--- src/rtl/button_debounce_pkg.sv ---
`default_nettype none
// ============================================================================
//  Module  : button_debounce_pkg
//  Purpose : Shared types and constants for the button debouncer: the
//            per-channel FSM state encoding, the default debounce interval
//            and the width of each per-channel press counter.
//  Ports   : none (package)
//  Rev     : 1.0  initial release
// ============================================================================
package button_debounce_pkg;

    // Per-channel debounce FSM. STABLE_* are accepted levels; CHECK_* are
    // tentative moves towards the opposite level.
    typedef enum logic [1:0] {
        STABLE_LOW  = 2'd0,
        CHECK_HIGH  = 2'd1,
        STABLE_HIGH = 2'd2,
        CHECK_LOW   = 2'd3
    } db_state_e;

    // Default number of consecutive stable samples needed to accept a change.
    localparam int unsigned C_DEFAULT_DEBOUNCE_CYCLES = 50000;

    // Width of each per-channel press counter (wraps, never saturates).
    localparam int unsigned C_PRESS_CNT_WIDTH = 8;

endpackage : button_debounce_pkg
`default_nettype wire

--- src/rtl/button_debounce_if.sv ---
`default_nettype none


interface debounce_ch_if;
    import button_debounce_pkg::*;

    logic                         raw;
    logic                         db;
    logic                         rise;
    logic                         fall;
    logic                         rise_evt;   // next-cycle rise, lets the top set flags on the same edge as rise
    logic [C_PRESS_CNT_WIDTH-1:0] press_cnt;

    modport chan (
        input  raw,
        output db, rise, fall, rise_evt, press_cnt
    );

    modport host (
        output raw,
        input  db, rise, fall, rise_evt, press_cnt
    );
endinterface : debounce_ch_if
`default_nettype wire

--- src/rtl/button_debounce_channel.sv ---
`default_nettype none
// ============================================================================
//  Module  : debounce_channel
//  Purpose : One debounce channel: 2-flop synchronizer, four-state stability
//            FSM with a stability counter, registered rise/fall pulses and an
//            8-bit wrapping press counter.
//  Ports   : clk      clock
//            reset_n  asynchronous active-low reset
//            ch       debounce_ch_if.chan (raw in; db, rise, fall, rise_evt,
//                     press_cnt out)
//  Rev     : 1.0  initial release
// ============================================================================
module debounce_channel
    import button_debounce_pkg::*;
#(
    parameter int unsigned DEBOUNCE_CYCLES = C_DEFAULT_DEBOUNCE_CYCLES,
    parameter int unsigned CNT_WIDTH       = 16
) (
    input  wire logic   clk,
    input  wire logic   reset_n,
    debounce_ch_if.chan ch
);

    // Terminal count: the change is accepted on the sample that finds the
    // counter here while the input still matches the target level.
    localparam logic [CNT_WIDTH-1:0] C_CNT_LAST = CNT_WIDTH'(DEBOUNCE_CYCLES - 1);

    logic                         sync1_q;
    logic                         sync2_q;
    db_state_e                    state_q, state_d;
    logic [CNT_WIDTH-1:0]         cnt_q,   cnt_d;
    logic                         db_q,    db_d;
    logic                         rise_q,  rise_d;
    logic                         fall_q,  fall_d;
    logic [C_PRESS_CNT_WIDTH-1:0] press_q, press_d;

    always_ff @(posedge clk or negedge reset_n) begin
        if (!reset_n) begin
            sync1_q <= 1'b0;
            sync2_q <= 1'b0;
            state_q <= STABLE_LOW;
            cnt_q   <= '0;
            db_q    <= 1'b0;
            rise_q  <= 1'b0;
            fall_q  <= 1'b0;
            press_q <= '0;
        end else begin
            sync1_q <= ch.raw;
            sync2_q <= sync1_q;
            state_q <= state_d;
            cnt_q   <= cnt_d;
            db_q    <= db_d;
            rise_q  <= rise_d;
            fall_q  <= fall_d;
            press_q <= press_d;
        end
    end

    always_comb begin
        state_d = state_q;
        cnt_d   = cnt_q;
        rise_d  = 1'b0;
        fall_d  = 1'b0;

        case (state_q)
            STABLE_LOW: begin
                if (sync2_q) begin
                    state_d = CHECK_HIGH;
                    cnt_d   = '0;
                end
            end
            CHECK_HIGH: begin
                if (sync2_q) begin
                    if (cnt_q == C_CNT_LAST) begin
                        state_d = STABLE_HIGH;
                        cnt_d   = '0;
                        rise_d  = 1'b1;
                    end else begin
                        cnt_d = cnt_q + CNT_WIDTH'(1);
                    end
                end else begin
                    // Bounce: fall back silently to the accepted level.
                    state_d = STABLE_LOW;
                    cnt_d   = '0;
                end
            end
            STABLE_HIGH: begin
                if (!sync2_q) begin
                    state_d = CHECK_LOW;
                    cnt_d   = '0;
                end
            end
            CHECK_LOW: begin
                if (!sync2_q) begin
                    if (cnt_q == C_CNT_LAST) begin
                        state_d = STABLE_LOW;
                        cnt_d   = '0;
                        fall_d  = 1'b1;
                    end else begin
                        cnt_d = cnt_q + CNT_WIDTH'(1);
                    end
                end else begin
                    state_d = STABLE_HIGH;
                    cnt_d   = '0;
                end
            end
            default: begin
                state_d = STABLE_LOW;
                cnt_d   = '0;
            end
        endcase

        // The accepted level stays high while a fall is only being checked.
        db_d    = (state_d == STABLE_HIGH) || (state_d == CHECK_LOW);
        press_d = press_q + C_PRESS_CNT_WIDTH'(rise_d);
    end

    assign ch.db        = db_q;
    assign ch.rise      = rise_q;
    assign ch.fall      = fall_q;
    assign ch.rise_evt  = rise_d;
    assign ch.press_cnt = press_q;

endmodule : debounce_channel
`default_nettype wire

--- src/rtl/button_debounce.sv ---
`default_nettype none
// ============================================================================
//  Module  : button_debounce
//  Purpose : NUM_BUTTONS independent debounce channels plus sticky press
//            flags and a level interrupt.
//  Ports   : clk          clock
//            reset_n      asynchronous active-low reset
//            buttons_raw  unsynchronized pad levels
//            clr_i        one-cycle mask clearing event_flags bits
//            buttons_db   debounced levels
//            rise_o       one-cycle pulse on accepted 0->1
//            fall_o       one-cycle pulse on accepted 1->0
//            event_flags  sticky press flags
//            press_cnt    8-bit press counter per channel, channel i at [8i+7:8i]
//            irq_o        OR of event_flags
//  Rev     : 1.0  initial release
// ============================================================================
module button_debounce
    import button_debounce_pkg::*;
#(
    parameter int unsigned NUM_BUTTONS     = 3,
    parameter int unsigned DEBOUNCE_CYCLES = C_DEFAULT_DEBOUNCE_CYCLES,
    parameter int unsigned CNT_WIDTH       = 16
) (
    input  wire logic                                     clk,
    input  wire logic                                     reset_n,
    input  wire logic [NUM_BUTTONS-1:0]                   buttons_raw,
    input  wire logic [NUM_BUTTONS-1:0]                   clr_i,
    output logic      [NUM_BUTTONS-1:0]                   buttons_db,
    output logic      [NUM_BUTTONS-1:0]                   rise_o,
    output logic      [NUM_BUTTONS-1:0]                   fall_o,
    output logic      [NUM_BUTTONS-1:0]                   event_flags,
    output logic      [C_PRESS_CNT_WIDTH*NUM_BUTTONS-1:0] press_cnt,
    output logic                                          irq_o
);

    logic [NUM_BUTTONS-1:0] rise_evt;
    logic [NUM_BUTTONS-1:0] event_flags_q, event_flags_d;

    generate
        for (genvar g = 0; g < int'(NUM_BUTTONS); g++) begin : g_channel
            debounce_ch_if ch_if ();

            assign ch_if.raw = buttons_raw[g];

            debounce_channel #(
                .DEBOUNCE_CYCLES (DEBOUNCE_CYCLES),
                .CNT_WIDTH       (CNT_WIDTH)
            ) u_channel (
                .clk     (clk),
                .reset_n (reset_n),
                .ch      (ch_if)
            );

            assign buttons_db[g] = ch_if.db;
            assign rise_o[g]     = ch_if.rise;
            assign fall_o[g]     = ch_if.fall;
            assign rise_evt[g]   = ch_if.rise_evt;
            assign press_cnt[g*C_PRESS_CNT_WIDTH +: C_PRESS_CNT_WIDTH] = ch_if.press_cnt;
        end
    endgenerate

    // Flags are set from the channel's next-cycle rise so they update on the
    // same edge as rise_o; OR-ing the set after the clear makes set win.
    always_comb begin
        event_flags_d = (event_flags_q & ~clr_i) | rise_evt;
    end

    always_ff @(posedge clk or negedge reset_n) begin
        if (!reset_n) begin
            event_flags_q <= '0;
        end else begin
            event_flags_q <= event_flags_d;
        end
    end

    assign event_flags = event_flags_q;
    assign irq_o       = |event_flags_q;

endmodule : button_debounce
`default_nettype wire

--- config.mk ---
export PLATFORM = sky130hd
export DESIGN_NAME = button_debounce
export DESIGN_NICKNAME = d
export VERILOG_FILES = /design/src/rtl/button_debounce_pkg.sv /design/src/rtl/button_debounce_if.sv /design/src/rtl/button_debounce_channel.sv /design/src/rtl/button_debounce.sv
export SDC_FILE = /design/constraint.sdc
export NUM_CORES = 1
export LEC_CHECK = 0
export ABC_AREA = 1
export ABC_CLOCK_PERIOD_IN_PS = 4830
export BUFFER_PORTS_ARGS = -buffer_cell sky130_fd_sc_hd__buf_2
export CAP_MARGIN = 30
export CORE_MARGIN = 1
export CORE_UTILIZATION = 60
export CTS_BUF_LIST = sky130_fd_sc_hd__clkbuf_2
export CTS_CLUSTER_SIZE = 25
export DETAILED_ROUTE_END_ITERATION = 16
export GPL_ROUTABILITY_DRIVEN = 0
export HOLD_SLACK_MARGIN = 0.12
export PLACE_DENSITY = 0.83
export SYNTH_ARGS = -nofsm -noshare
export SYNTH_HDL_FRONTEND = slang
export SYNTH_HIERARCHICAL = 1
export SYNTH_SLANG_ARGS = --single-unit
--- constraint.sdc ---
create_clock -name clk -period 4.83 [get_ports clk]
set_clock_uncertainty 0.1 [all_clocks]
set_input_delay 0.483 -clock clk [delete_from_list [all_inputs] [get_ports clk]]
set_output_delay 0.483 -clock clk [all_outputs]
set_load 0.01 [all_outputs]
# After elaboration in Yosys (flattened, before gate mapping)

Cells that the tools add are included.

Add/subtract/negate cells: 6
Equal/unequal tests: 24
Mux-type cells: 54
Bitwise operators: 3
Reductions and logical operators: 10

Operator list:

| cell                                                  | count |
|---|---|
| two-way mux 16 bit                                    | 15 |
| one-hot mux 16 bit (4 select lines)                   | 3 |
| adder 16 x 1 -> 16 bit, second input constant         | 3 |
| equality test 16 bit, second input constant           | 3 |
| two-way mux 2 bit                                     | 18 |
| adder 8 x 1 -> 8 bit                                  | 3 |
| equality test 2 bit, second input constant            | 12 |
| one-hot mux 2 bit (4 select lines)                    | 3 |
| two-way mux 1 bit                                     | 15 |
| equality test 2 x 1 -> 1 bit, second input constant   | 3 |
| zero test 2 bit                                       | 3 |
| inequality test 2 x 1 -> 1 bit, second input constant | 3 |
| inequality test 2 bit, second input constant          | 3 |
| AND reduction 2 bit                                   | 3 |
| bitwise AND 3 bit                                     | 1 |
| logical OR 1 bit                                      | 3 |
| NOT 3 bit                                             | 1 |
| OR 3 bit                                              | 1 |
| OR reduction 3 bit                                    | 1 |

Flip-flop bits (word level): 96
Bits of input ports: 8
Output and inout port bits: 37
Word-level logic and storage cells: 122

# Logic depth before layout (Yosys ltp)

Depth in word-level cells: 6
Gate-level depth with buffers: 11
Gate-level depth less buffers: 11

# By module

The synthesis kept the hierarchy.

By module, submodules not included:

| module                                         | times used | cells each | area an instance (um^2) | seq. area each (um^2) |
|---|---|---|---|---|
| debounce_channel at g_channel[0].u_channel ... | 2          | 190        | 1,627.8                 | 775.7 |
| debounce_channel at g_channel[2].u_channel     | 1          | 191        | 1,665.3                 | 775.7 |
| button_debounce                                | 1          | 27         | 198.9                   | 75.1 |

# Least setup slack after synthesis

No wires, ideal clock.

Path kind: register -> register
Start point: register g_channel[0].u_channel.cnt_q[0]
End point: register g_channel[0].u_channel.press_q[6]
Setup time: 0.079 ns
Arrival: 1.945 ns
Required time: 4.651 ns
Setup slack: 2.706 ns
Cell stages (with the launch flop): 11
Buffers on the path: 0
Clock period less this slack: 2.124 ns
Cells stage by stage: dfrtp_1 -> ha_1 -> nand3_2 -> nor2_4 -> nand3_2 -> nor2_1 -> ha_1 -> ha_1 -> nand3_1 -> nor3_1 -> xor2_1

Word-level cells in the longest chain between the ends: 5

Ends and longest elaborated chain:

| what                                        | RTL line                       | text |
|---|---|---|
| from (decl)                                 | button_debounce_channel.sv:31  | `logic [CNT_WIDTH-1:0] cnt_q, cnt_d;` |
| from (signal assigned)                      | button_debounce_channel.sv:51  | `cnt_q <= cnt_d;` |
| equality test 16 bit                        | button_debounce_channel.sv:74  | `if (cnt_q == C_CNT_LAST) begin` |
| two-way mux 1 bit                           | button_debounce_channel.sv:74  |  |
| two-way mux 1 bit                           | button_debounce_channel.sv:73  | `if (sync2_q) begin` |
| two-way mux 1 bit                           | button_debounce_channel.sv:65  | `case (state_q)` |
| named net g_channel[0].ch_if.rise_evt       | button_debounce_if.sv:11       | `logic rise_evt;` |
| adder 8 x 1 -> 8 bit                        | button_debounce_channel.sv:115 | `press_d = press_q + C_PRESS_CNT_WIDTH'(rise_d);` |
| named net g_channel[0].u_channel.press_d[6] | button_debounce_channel.sv:35  | `logic [C_PRESS_CNT_WIDTH-1:0] press_q, press_d;` |
| to (signal assigned)                        | button_debounce_channel.sv:55  | `press_q <= press_d;` |
| to (decl)                                   | button_debounce_channel.sv:35  |  |

The timed path passes the listed nets, and every way through them passes these cells.
A chain may end at the register's enable or synchronous reset.

# Worst setup path in the final report

Same ends and word-level chain as after synthesis.

==> results_dict.tcl <==
set metrics [dict create \
    status "completed" \
    end_kind "register" \
    cts_root_buffer "clkbuf_2" \
    grt_util_all_layers_pct 24.3 \
    die_area_mm2 0.00891 \
    setup_ws_ns 2.40 \
    synth_ff_type "dfrtp_1" \
    fmax_mhz 412 \
    ys_seq_area_share_pct 46.9 \
    path_buf_inv 0 \
    synth-compound-area-share_pct 6.96 \
    rrSetupSlack_ns 2.40 \
    synth_seq_cells 96 \
    period_minus_slack_ns 2.43 \
    met2_usage_pct 43.7 \
    netlist_area_mm2 0.00512 \
    slowest_delay_ns 0.49 \
    wl_per_cell_um 12.9 \
    cts_tree "done" \
    die_height_um 94.4 \
    hp-class "in2async" \
    vias 3924 \
    clk_pin_slew_worst_paths_ns 0.28 \
    post-route-period-util_pct 50.2 \
    synthXorXnorAreaFrac_pct 6.99 \
    dieWidth_um 94.4 \
    drv_slew 0 \
    reg2reg_from "g_channel[0].u_channel/cnt_q[0]$_DFFE_PN0P_" \
    ant_nets 0 \
    grt_pass1_vias 3847 \
    cts.repair.resized 0 \
    grt_pass1_wl_um 16800 \
    ir_drop_mv 0.149 \
    use_met3_pct 5.72 \
    worstPathRequired_ns 5.26 \
    synth_fa_ha_area_share_pct 2.20 \
    multi_input_area_mm2 0.00236 \
    crit_top_cell "ha_1" \
    cp_cell_sequence "ha_1, nand3_2, nor2_4, nand3_2, nor2_1, ha_1, ha_1, nand3_1, nor3_1, xor2_1" \
    rsz0062_at_grt "false" \
    placeableCoreArea_mm2 0.00822 \
    power_density_mw_per_mm2 224 \
    ios 45 \
    grt_use_met1_pct 27.8 \
    drt-pass1-iter-count 10 \
    synthArstFlopShare_pct 100 \
    worstPathArrival_ns 2.86 \
    initial_utilization_pct 62.3 \
    yosys.area_share.simple_pct 29.9 \
    top_usage_layer "met2" \
    synth_top_family_by_area "simple AND/OR/NAND/NOR gates" \
    grt_max_degree 50 \
    syn_inst 598 \
    p_leak_nw 2.74 \
    grt_overflow 0 \
    final_area_mm2 0.00554 \
    final_cell_mix "178 x nand2_1, 96 x dfrtp_1, 61 x inv_1" \
    synth_nets 615 \
    cts_made_buffers 9 \
    hold_viol 0 \
    routed_wl_um 9780 \
    post-route-util_pct 67.4 \
    avgSynthCellArea_um2 8.56 \
    slew_headroom_pct 55.3 \
    via_per_inst 5.19 \
    cts.path.max_buffers 2 \
    seq_area_mm2 0.00240 \
    io_buffer_count 44 \
    cts.htree.levels 3 \
    ys.warnings.count 6 \
    crit_type "reg2reg" \
    diodes 0 \
    placed_area_mm2 0.00537 \
    cp-start-kind "register" \
    clock_latency_ns 0.57 \
    hold_ws_ns 0.286 \
    setup_viol 0 \
    dp_hpwl_um 7260 \
    yosys.cell_types.count 27 \
    syn_to_final_growth_pct 8.21 \
    cp_max_fo 5 \
    drc 0 \
    nNetsFinal 663 \
    antenna_found_initial 0 \
    worst_r2r_endpoint "g_channel[0].u_channel/ch.press_cnt[6]$_DFF_PN0_" \
    clkSinkCount 96 \
    drive_gt1_share_pct 20.7 \
    r2r_cells 10 \
    synth_enable_flop_cells 0 \
    worst_pin_slew_ns 0.669 \
    place_ws_ns 2.41 \
    n_fill_cell 618 \
    mostFrequentLayoutCell "nand2_1" \
    synthMuxAreaShare_pct 0 \
    rows 33 \
    cap_violations 0 \
    crit_family "simple AND/OR/NAND/NOR gates" \
    slowest_stage "dfrtp_1" \
    fin_setup_tns_ns 0 \
    drt-initial-drc-count 137 \
]
==> final cells by class <==
type	count	area share, %
sequential	96	43.4
multi-input combinational	422	42.5
timing repair buffer	52	5.42
inverter	65	4.40
tap	105	2.37
clock inverter	7	1.08
clock buffer	9	0.813
==> cells in the mapped netlist (3+ instances only) <==
cell type | number | share of area, %
nand2_1 | 178 | 13
dfrtp_1 | 96 | 47
inv_1 | 61 | 4.5
nor2_1 | 54 | 4.0
nand3_1 | 43 | 4.2
o21ai_2 | 28 | 4.8
xor2_1 | 27 | 4.6
buf_4 | 14 | 2.1
nand4_1 | 14 | 1.7
xnor2_1 | 12 | 2.1
nor2_4 | 11 | 2.4
nand2_2 | 10 | 1.2
ha_1 | 9 | 2.2
nor2_2 | 9 | 1.1
nand3_2 | 7 | 1.4
o21bai_1 | 7 | 1.0
nand2_4 | 3 | 0.66
==> state kept, by name (all words and copies together), names as in the netlist <==
name	cells
g_channel.u_channel/state_q	6
g_channel.u_channel/ch.db	3
g_channel.u_channel/ch.fall	3
g_channel.u_channel/ch.press_cnt	24
g_channel.u_channel/cnt_q	48
g_channel.u_channel/ch.rise	3
event_flags	3
g_channel.u_channel/sync1_q	3
g_channel.u_channel/sync2_q	3
==> timing repair <==
item,4_1_cts,5_1_grt
hold endpoints to repair,54,0
hold buffers,7,0
buffers inserted,0,0
==> report_power, final <==
part	switching, mW	total [mW]	internal, mW
clock network	0.286	0.362	0.0766
logic	0.0424	0.0581	0.0157
registers	0.00897	0.823	0.814
total	0.337	1.24	0.906
==> routing by layer <==
| layer | routed length (um) | up-vias |
|---|---|---|
| li1 | - | 1970 |
| met1 | 4080 | 1861 |
| met2 | 5120 | 75 |
| met3 | 386 | 18 |
| met4 | 191 | 0 |
| met5 | 0 | - |
==> cell families after synthesis <==
group | Yosys count
and+or+nand+nor | 331
DFF | 96
xor gates and xnor gates | 40
buffers and inverters | 80
AOI/OAI and AO/OA | 42
adders and majority gates | 9
==> metrics by stage <==
| stage | cells | power, mW |
|---|---|---|
| floorplan | 598 | 0.863 |
| global placement | 733 | 0.888 |
| detailed placement | 733 | 0.891 |
| CTS | 756 | 1.26 |
| global route | 756 | 1.31 |
| finish | 756 | 1.24 |
==> worst max-delay path by stage <==
stage	endpoint	start	cells past startpoint	slack, ns
CTS	g_channel[0].u_channel/ch.press_cnt[6]$_DFF_PN0_	g_channel[0].u_channel/cnt_q[0]$_DFFE_PN0P_	10	2.36
global route	g_channel[0].u_channel/ch.press_cnt[6]$_DFF_PN0_	g_channel[0].u_channel/cnt_q[0]$_DFFE_PN0P_	10	2.15
global placement	g_channel[0].u_channel/ch.press_cnt[6]$_DFF_PN0_	g_channel[0].u_channel/cnt_q[0]$_DFFE_PN0P_	10	2.56
finish	g_channel[0].u_channel/ch.press_cnt[6]$_DFF_PN0_	g_channel[0].u_channel/cnt_q[0]$_DFFE_PN0P_	10	2.40
detailed placement	g_channel[0].u_channel/ch.press_cnt[6]$_DFF_PN0_	g_channel[0].u_channel/cnt_q[0]$_DFFE_PN0P_	10	2.41
floorplan	g_channel[0].u_channel/ch.press_cnt[6]$_DFF_PN0_	g_channel[0].u_channel/cnt_q[0]$_DFFE_PN0P_	10	2.71
(Power assumes the default switching activity.)
